`config.mk`:
```
export PLATFORM = sky130hd
export DESIGN_NAME = pkt_key_parser
export DESIGN_NICKNAME = d
export VERILOG_FILES = /design/src/rtl/pkt_key_parser.sv
export SDC_FILE = /design/constraint.sdc
export NUM_CORES = 1
export LEC_CHECK = 0
export ABC_CLOCK_PERIOD_IN_PS = 2300
export BUFFER_PORTS_ARGS = -buffer_cell sky130_fd_sc_hd__buf_2
export CAP_MARGIN = 30
export CORE_UTILIZATION = 40
export CTS_BUF_LIST = sky130_fd_sc_hd__clkbuf_4 sky130_fd_sc_hd__clkbuf_8 sky130_fd_sc_hd__clkbuf_16
export DETAILED_ROUTE_END_ITERATION = 10
export PLACE_DENSITY = 0.66
export RECOVER_POWER = 100
export SLEW_MARGIN = 10
export SYNTH_ARGS = -nofsm -noshare
export SYNTH_HDL_FRONTEND = slang
export SYNTH_SLANG_ARGS = --single-unit
```
`constraint.sdc`:
```
create_clock -name clk -period 2.3 [get_ports clk]
set_input_delay 0.23 -clock clk [delete_from_list [all_inputs] [get_ports clk]]
set_output_delay 0.23 -clock clk [all_outputs]
set_load 0.1 [all_outputs]
```
`src/rtl/pkt_key_parser.sv`:
```
// pkt_key_parser
//   Passive tap on a 64-bit AXI-Stream Ethernet feed. For each untagged IPv4/UDP
//   frame that is not a non-first fragment it emits one 96-bit flow key
//   {src IPv4, dst IPv4, UDP dst port, 16'h0000} plus DNS hint flags. It also
//   counts the frames it sees and the keys it emits.
//
//   Optional feature macro: PKT_KEY_PARSER_VLAN_EN. When defined, a single
//   802.1Q tag (0x8100 at bytes 12-13) is recognised and every later header
//   field is read 4 bytes further on.
//
// Ports
//   clk            : rising-edge clock
//   rst            : synchronous active-high reset
//   s_axis_tdata   : frame data, byte 0 in bits [7:0]
//   s_axis_tkeep   : byte enables
//   s_axis_tvalid  : beat valid
//   s_axis_tready  : beat ready (observed only; a beat counts when valid & ready)
//   s_axis_tlast   : last beat of frame
//   out_key        : {src IP, dst IP, UDP dst port, 16'h0}, network byte order
//   out_flag       : [0] key present, [1] dport==53, [2] sport==53, [3] 0
//   out_valid      : one-cycle pulse when out_key/out_flag are refreshed
//   out_pkt_cnt    : frames seen (accepted tlast beats), wraps
//   out_key_cnt    : keys emitted, wraps
module pkt_key_parser #(
    parameter int KEY_SIZE   = 96,
    parameter int DATA_WIDTH = 64
) (
    input  logic                      clk,
    input  logic                      rst,
    input  logic [DATA_WIDTH-1:0]     s_axis_tdata,
    input  logic [DATA_WIDTH/8-1:0]   s_axis_tkeep,
    input  logic                      s_axis_tvalid,
    input  logic                      s_axis_tready,
    input  logic                      s_axis_tlast,
    output logic [KEY_SIZE-1:0]       out_key,
    output logic [3:0]                out_flag,
    output logic                      out_valid,
    output logic [31:0]               out_pkt_cnt,
    output logic [31:0]               out_key_cnt
);

    typedef enum logic [1:0] {
        S_IDLE  = 2'd0,
        S_HDR   = 2'd1,
        S_DRAIN = 2'd2
    } state_t;

    state_t       r_state;
    state_t       w_state_nxt;
    logic [2:0]   r_beat;        // index of the next accepted beat, saturates at 7
    logic [63:0]  r_b1;
    logic [63:0]  r_b2;
    logic [63:0]  r_b3;
`ifdef PKT_KEY_PARSER_VLAN_EN
    logic [63:0]  r_b4;
`endif
    logic [95:0]  r_key;
    logic [3:0]   r_flag;
    logic         r_valid;
    logic [31:0]  r_pkt_cnt;
    logic [31:0]  r_key_cnt;

    logic         w_acc;
    logic [511:0] w_frame;
    logic         w_tagged;
    logic [5:0]   w_off;
    logic [2:0]   w_key_idx;
    logic         w_keep_ok;
    logic         w_at_key;
    logic         w_qual;
    logic         w_emit;
    logic [15:0]  w_etype;
    logic [15:0]  w_frag;
    logic [15:0]  w_sport;
    logic [15:0]  w_dport;
    logic [7:0]   w_vihl;
    logic [7:0]   w_proto;
    logic [31:0]  w_src;
    logic [31:0]  w_dst;
    logic [95:0]  w_key;
    logic [3:0]   w_flag;
    logic         w_unused_keep;

    function automatic logic [7:0] fbyte(input logic [511:0] f, input logic [5:0] idx);
        return f[{idx, 3'b000} +: 8];
    endfunction

    assign w_acc = s_axis_tvalid & s_axis_tready;

    // Header image as seen on the key beat: stored beats 1.. plus the live
    // beat. Beat 0 holds only MAC addresses and is never needed.
    always_comb begin
        w_frame          = '0;
        w_frame[127:64]  = r_b1;
        w_frame[191:128] = r_b2;
        w_frame[255:192] = r_b3;
`ifdef PKT_KEY_PARSER_VLAN_EN
        w_frame[319:256] = (r_beat == 3'd4) ? s_axis_tdata : r_b4;
        w_frame[383:320] = s_axis_tdata;
`else
        w_frame[319:256] = s_axis_tdata;
`endif
    end

`ifdef PKT_KEY_PARSER_VLAN_EN
    assign w_tagged = ({fbyte(w_frame, 6'd12), fbyte(w_frame, 6'd13)} == 16'h8100);
`else
    assign w_tagged = 1'b0;
`endif

    assign w_off     = w_tagged ? 6'd4 : 6'd0;
    assign w_key_idx = w_tagged ? 3'd5 : 3'd4;
    // Byte 37 (41 when tagged) is the last key byte; it sits in lane 5 (lane 1).
    assign w_keep_ok = w_tagged ? s_axis_tkeep[1] : s_axis_tkeep[5];
    assign w_at_key  = (r_beat == w_key_idx);
    assign w_unused_keep = ^s_axis_tkeep;

    assign w_etype = {fbyte(w_frame, 6'd12 + w_off), fbyte(w_frame, 6'd13 + w_off)};
    assign w_vihl  = fbyte(w_frame, 6'd14 + w_off);
    assign w_frag  = {fbyte(w_frame, 6'd20 + w_off), fbyte(w_frame, 6'd21 + w_off)};
    assign w_proto = fbyte(w_frame, 6'd23 + w_off);
    assign w_src   = {fbyte(w_frame, 6'd26 + w_off), fbyte(w_frame, 6'd27 + w_off),
                      fbyte(w_frame, 6'd28 + w_off), fbyte(w_frame, 6'd29 + w_off)};
    assign w_dst   = {fbyte(w_frame, 6'd30 + w_off), fbyte(w_frame, 6'd31 + w_off),
                      fbyte(w_frame, 6'd32 + w_off), fbyte(w_frame, 6'd33 + w_off)};
    assign w_sport = {fbyte(w_frame, 6'd34 + w_off), fbyte(w_frame, 6'd35 + w_off)};
    assign w_dport = {fbyte(w_frame, 6'd36 + w_off), fbyte(w_frame, 6'd37 + w_off)};

    // Offset is the low 13 bits; DF/MF alone do not disqualify a frame.
    assign w_qual = (w_etype == 16'h0800) && (w_vihl == 8'h45) &&
                    (w_proto == 8'd17) && (w_frag[12:0] == 13'd0);

    assign w_key  = {w_src, w_dst, w_dport, 16'h0000};
    assign w_flag = {1'b0, (w_sport == 16'd53), (w_dport == 16'd53), 1'b1};

    always_ff @(posedge clk) begin
        if (rst) begin
            r_state <= S_IDLE;
        end else begin
            r_state <= w_state_nxt;
        end
    end

    always_comb begin
        w_state_nxt = r_state;
        w_emit      = 1'b0;
        case (r_state)
            S_IDLE: begin
                if (w_acc) begin
                    w_state_nxt = s_axis_tlast ? S_IDLE : S_HDR;
                end
            end
            S_HDR: begin
                if (w_acc) begin
                    if (w_at_key) begin
                        w_emit      = w_qual && (!s_axis_tlast || w_keep_ok);
                        w_state_nxt = s_axis_tlast ? S_IDLE : S_DRAIN;
                    end else if (s_axis_tlast) begin
                        w_state_nxt = S_IDLE;
                    end
                end
            end
            S_DRAIN: begin
                if (w_acc && s_axis_tlast) begin
                    w_state_nxt = S_IDLE;
                end
            end
            default: w_state_nxt = S_IDLE;
        endcase
    end

    always_ff @(posedge clk) begin
        if (rst) begin
            r_beat <= 3'd0;
        end else if (w_acc) begin
            if (s_axis_tlast) begin
                r_beat <= 3'd0;
            end else if (r_beat != 3'd7) begin
                r_beat <= r_beat + 3'd1;
            end
        end
    end

    always_ff @(posedge clk) begin
        if (w_acc && (r_state == S_HDR)) begin
            case (r_beat)
                3'd1: r_b1 <= s_axis_tdata;
                3'd2: r_b2 <= s_axis_tdata;
                3'd3: r_b3 <= s_axis_tdata;
`ifdef PKT_KEY_PARSER_VLAN_EN
                3'd4: r_b4 <= s_axis_tdata;
`endif
                default: ;
            endcase
        end
    end

    always_ff @(posedge clk) begin
        if (rst) begin
            r_valid   <= 1'b0;
            r_key     <= '0;
            r_flag    <= '0;
            r_pkt_cnt <= '0;
            r_key_cnt <= '0;
        end else begin
            r_valid <= w_emit;
            if (w_emit) begin
                r_key     <= w_key;
                r_flag    <= w_flag;
                r_key_cnt <= r_key_cnt + 32'd1;
            end
            if (w_acc && s_axis_tlast) begin
                r_pkt_cnt <= r_pkt_cnt + 32'd1;
            end
        end
    end

    assign out_key     = r_key;
    assign out_flag    = r_flag;
    assign out_valid   = r_valid;
    assign out_pkt_cnt = r_pkt_cnt;
    assign out_key_cnt = r_key_cnt;

endmodule

```
==> results by group <==
Layout
  – N_diodes: 0
  – Design Area, Final: 0.0125 mm2
  – Fill cell count: 2022
  – P&R area growth vs syn: 34.4%
  – Final #Nets: 1297
  – Utilization after layout: 0.550
  – Non-Filler Instances: 1545
  – Layout cell share with drive strength beyond 1: 0.157

Detailed routing
  – DR vias/cell: 5.07
  – M1 WL: 10.7 mm
  – Drt initial violations: 471
  – Avg WL per Cell: 15.8 um
  – TritonRoute pass-1 iters: 5
  – Routed Antenna Nets: 0
  – Met2 Wirelength: 11.4 mm
  – DRC: 0
  – Total Routed Length: 24.4 mm
  – Vias: 7837
  – Wire length on met3: 1.51 mm
  – Top sig layer: met4

STA
  – Relative slew slack: 0.172
  – Final Hold Vio Count: 0
  – Tmin final: 2.41 ns
  – Pins Over Slew Limit: 0
  – Sum Neg Setup Slack: -4.26 ns
  – Final setup violating endpoints: 87
  – Tcrit/Tclk final: 1.05
  – Hold Slack: 0.0677 ns
  – Worst slew pin tran: 1.25 ns
  – Fmax: 416 MHz
  – Worst Skew: 0.0116 ns
  – RSZ-0062 raised after global routing: yes
  – Final worst-path setup slack: -0.105 ns

Critical path
  – CP Class: register to register
  – WP data arrival: 2.87 ns
  – Worst Setup End Kind: register
  – Worst Setup Start Kind: register
  – Worst endpoint required time: 2.77 ns
  – R2R Setup Slk: -0.11 ns
  – Worst reg2reg path startpoint: r_b2[41]
  – Max FO, Critical Path: 13
  – CP startpoint: r_b2[41]
  – Path depth of the worst reg2reg path: 6
  – R2r endpoint: out_key_cnt[20]

Logic synthesis
  – Post-synthesis sequential area ratio: 0.628
  – #FFs+latches synth: 246
  – Asr flop ratio synth: 0
  – EDFF count, synth: 93
  – Synth top area share: 0.329
  – Mapped cell area: 0.00932 mm2
  – Top cells by area, synth: dfxtp_1 33%, edfxtp_1 30%, nand2_1 7.8%
  – Most used DFF post-synth: dfxtp_1
  – Synth area leader: dfxtp_1
  – Synth unique cells: 41
  – Post-Synthesis Cells: 906
  – Syn. warnings: 0
  – Syn Area/Cell: 10.3 um2

Global routing
  – Tot GR Track Use: 0.193
  – Largest net degree at the start of global routing: 63
  – Initial antenna violation count: 0
  – Number of global-route vias before repair: 7398
  – GRT Residual Overflow: 0
  – First-pass GRT wire length: 37.3 mm

Pwr
  – Worst IR Drop VDD: 0.560 mV
  – P_leak: 4.16 nW
  – PD cells: 745 mW/mm2

Clocking
  – CTS tree: done
  – H-tree lvl count: 1
  – CTS root buffer: clkbuf_16
  – Clock Sink Count: 246
  – Clock-pin slew on the worst setup and hold paths: 0.06 ns
  – Clk buf depth: 3
  – Cts bufs inserted: 27
  – Worst skew pair latency: 0.55 ns

Floorplanning
  – Row count: 55
  – Core Area: 0.0228 mm2
  – DIE WIDTH: 155 um
  – Die Ht: 155 um
  – Starting Density: 0.409
  – Die area: 0.0239 mm2
  – IO Pins: 242

Status
  – Failing checks: negative setup slack
  – Status: finished with violations

Placed design
  – Dpl cells: 1423
  – Post-DP HPWL: 14.8 mm
  – Post-DP Area: 0.0110 mm2
  – Port Buf Inserts: 217
  – Gpl congestion: 0.767

Hold path
  – HP Start: rst
  – Hold crit path type: input port to register
  – Hold path endpoint: out_key_cnt[13]
  – Worst hold stages: 2

Job
  – Max-cap viol count: 0
cell type report:
type,count,area (um2),share of cell area
sequential,246,5920,0.473
multi-input combinational,603,3280,0.262
timing repair buffer,322,1980,0.158
clock buffer,32,719,0.0574
tap,313,392,0.0313
clock inverter,17,194,0.0155
inverter,12,45.0,0.00360
Yosys cell counts, types with 19 or more instances:
library cell and instances:
xor2_1 20, nand3_1 24, a21oi_1 123, dfxtp_1 153
clkbuf_1 39, nor2_1 48, nand2_1 194, nand4_1 27
edfxtp_1 93, or4_1 19
per-layer routing:
layer  global-route usage  up-vias
li1                     -     3803
met1                0.256     3705
met2                0.311      272
met3               0.0350       57
met4               0.0787        0
met5                    0        -
where the power goes:
part,switching [mW],total [mW],internal [mW]
Sequential,0.00320,4.51,4.51
Combinational,0.268,0.395,0.127
Clock,1.75,4.43,2.68
Total,2.02,9.33,7.31
cells in the final DEF, fill, tap and decap left out, types with 6 or more instances in the layout:
| cell | n |
|---|---|
| xor2_1 | 20 |
| nand3_1 | 24 |
| edfxtp_1 | 93 |
| and3_1 | 6 |
| or4_4 | 11 |
| nor2_1 | 48 |
| dfxtp_2 | 23 |
| dlygate4sd3_1 | 64 |
| buf_2 | 22 |
| dfxtp_1 | 120 |
| buf_4 | 22 |
| ha_1 | 8 |
| o21ai_0 | 17 |
| inv_1 | 12 |
| nand2_1 | 193 |
| nor3_1 | 8 |
| clkbuf_2 | 28 |
| dfxtp_4 | 10 |
| clkbuf_16 | 30 |
| buf_12 | 6 |
| or4_1 | 8 |
| clkinv_1 | 8 |
| or3_1 | 15 |
| o31ai_1 | 15 |
| a21oi_1 | 120 |
| nor4_1 | 13 |
| clkbuf_1 | 169 |
| conb_1 | 17 |
| nand4_1 | 27 |
metrics by stage:
step | worst slack (ns) | power, mW
after global routing | -0.190 | 9.60
after floorplan | 0.00344 | 4.81
after detailed placement | -0.175 | 4.92
final | -0.105 | 9.33
after CTS | -0.0688 | 9.43
after global placement | -0.117 | 4.92
what timing repair did:
item / CTS / global route
endpoints found under the setup margin: 28 / 113
gates cloned: 0 / 3
setup buffers: 2 / 4
pin swaps: 7 / 17
hold buffers: 64 / 0
resized for setup: 5 / 25
endpoints found under the hold margin: 124 / 0
worst max-delay path by stage:
stage | slack, ns | endpoint
floorplan | 0.003 | out_key_cnt[24]
global placement | -0.12 | out_key_cnt[28]
detailed placement | -0.17 | out_key_cnt[26]
CTS | -0.07 | out_key_cnt[31]
global route | -0.19 | out_key_cnt[10]
finish | -0.11 | out_key_cnt[20]
cell families (layout without fill, tap and decap cells):
family / Yosys count / count (layout) / share of synthesized area
AO/OA/AOI/OAI: 164 / 164 / 0.0951
XOR/XNOR: 25 / 25 / 0.0235
adder cells (fa/ha/maj): 8 / 8 / 0.0107
buffers and inverters: 73 / 383 / 0.0388
flip-flops: 246 / 246 / 0.628
other: 1 / 17 / 0.000402
AND/OR/NAND/NOR: 389 / 389 / 0.203
critical path, cell delays in order (launching register included):
cell and delay, ns:
edfxtp_1 0.41, nor4b_2 0.30, nand4_1 0.16, or4_4 0.61, buf_12 0.19, or4_1 0.50
a21oi_1 0.16
flip-flops by register name (all words and copies together), names as in the netlist:
name         cells
r_b2            21
r_beat           3
r_state          2
out_pkt_cnt     32
out_key_cnt     32
out_flag         3
out_valid        1
r_b1            24
r_b3            48
out_key         80
No activity file was read; power rests on OpenSTA's default activity.
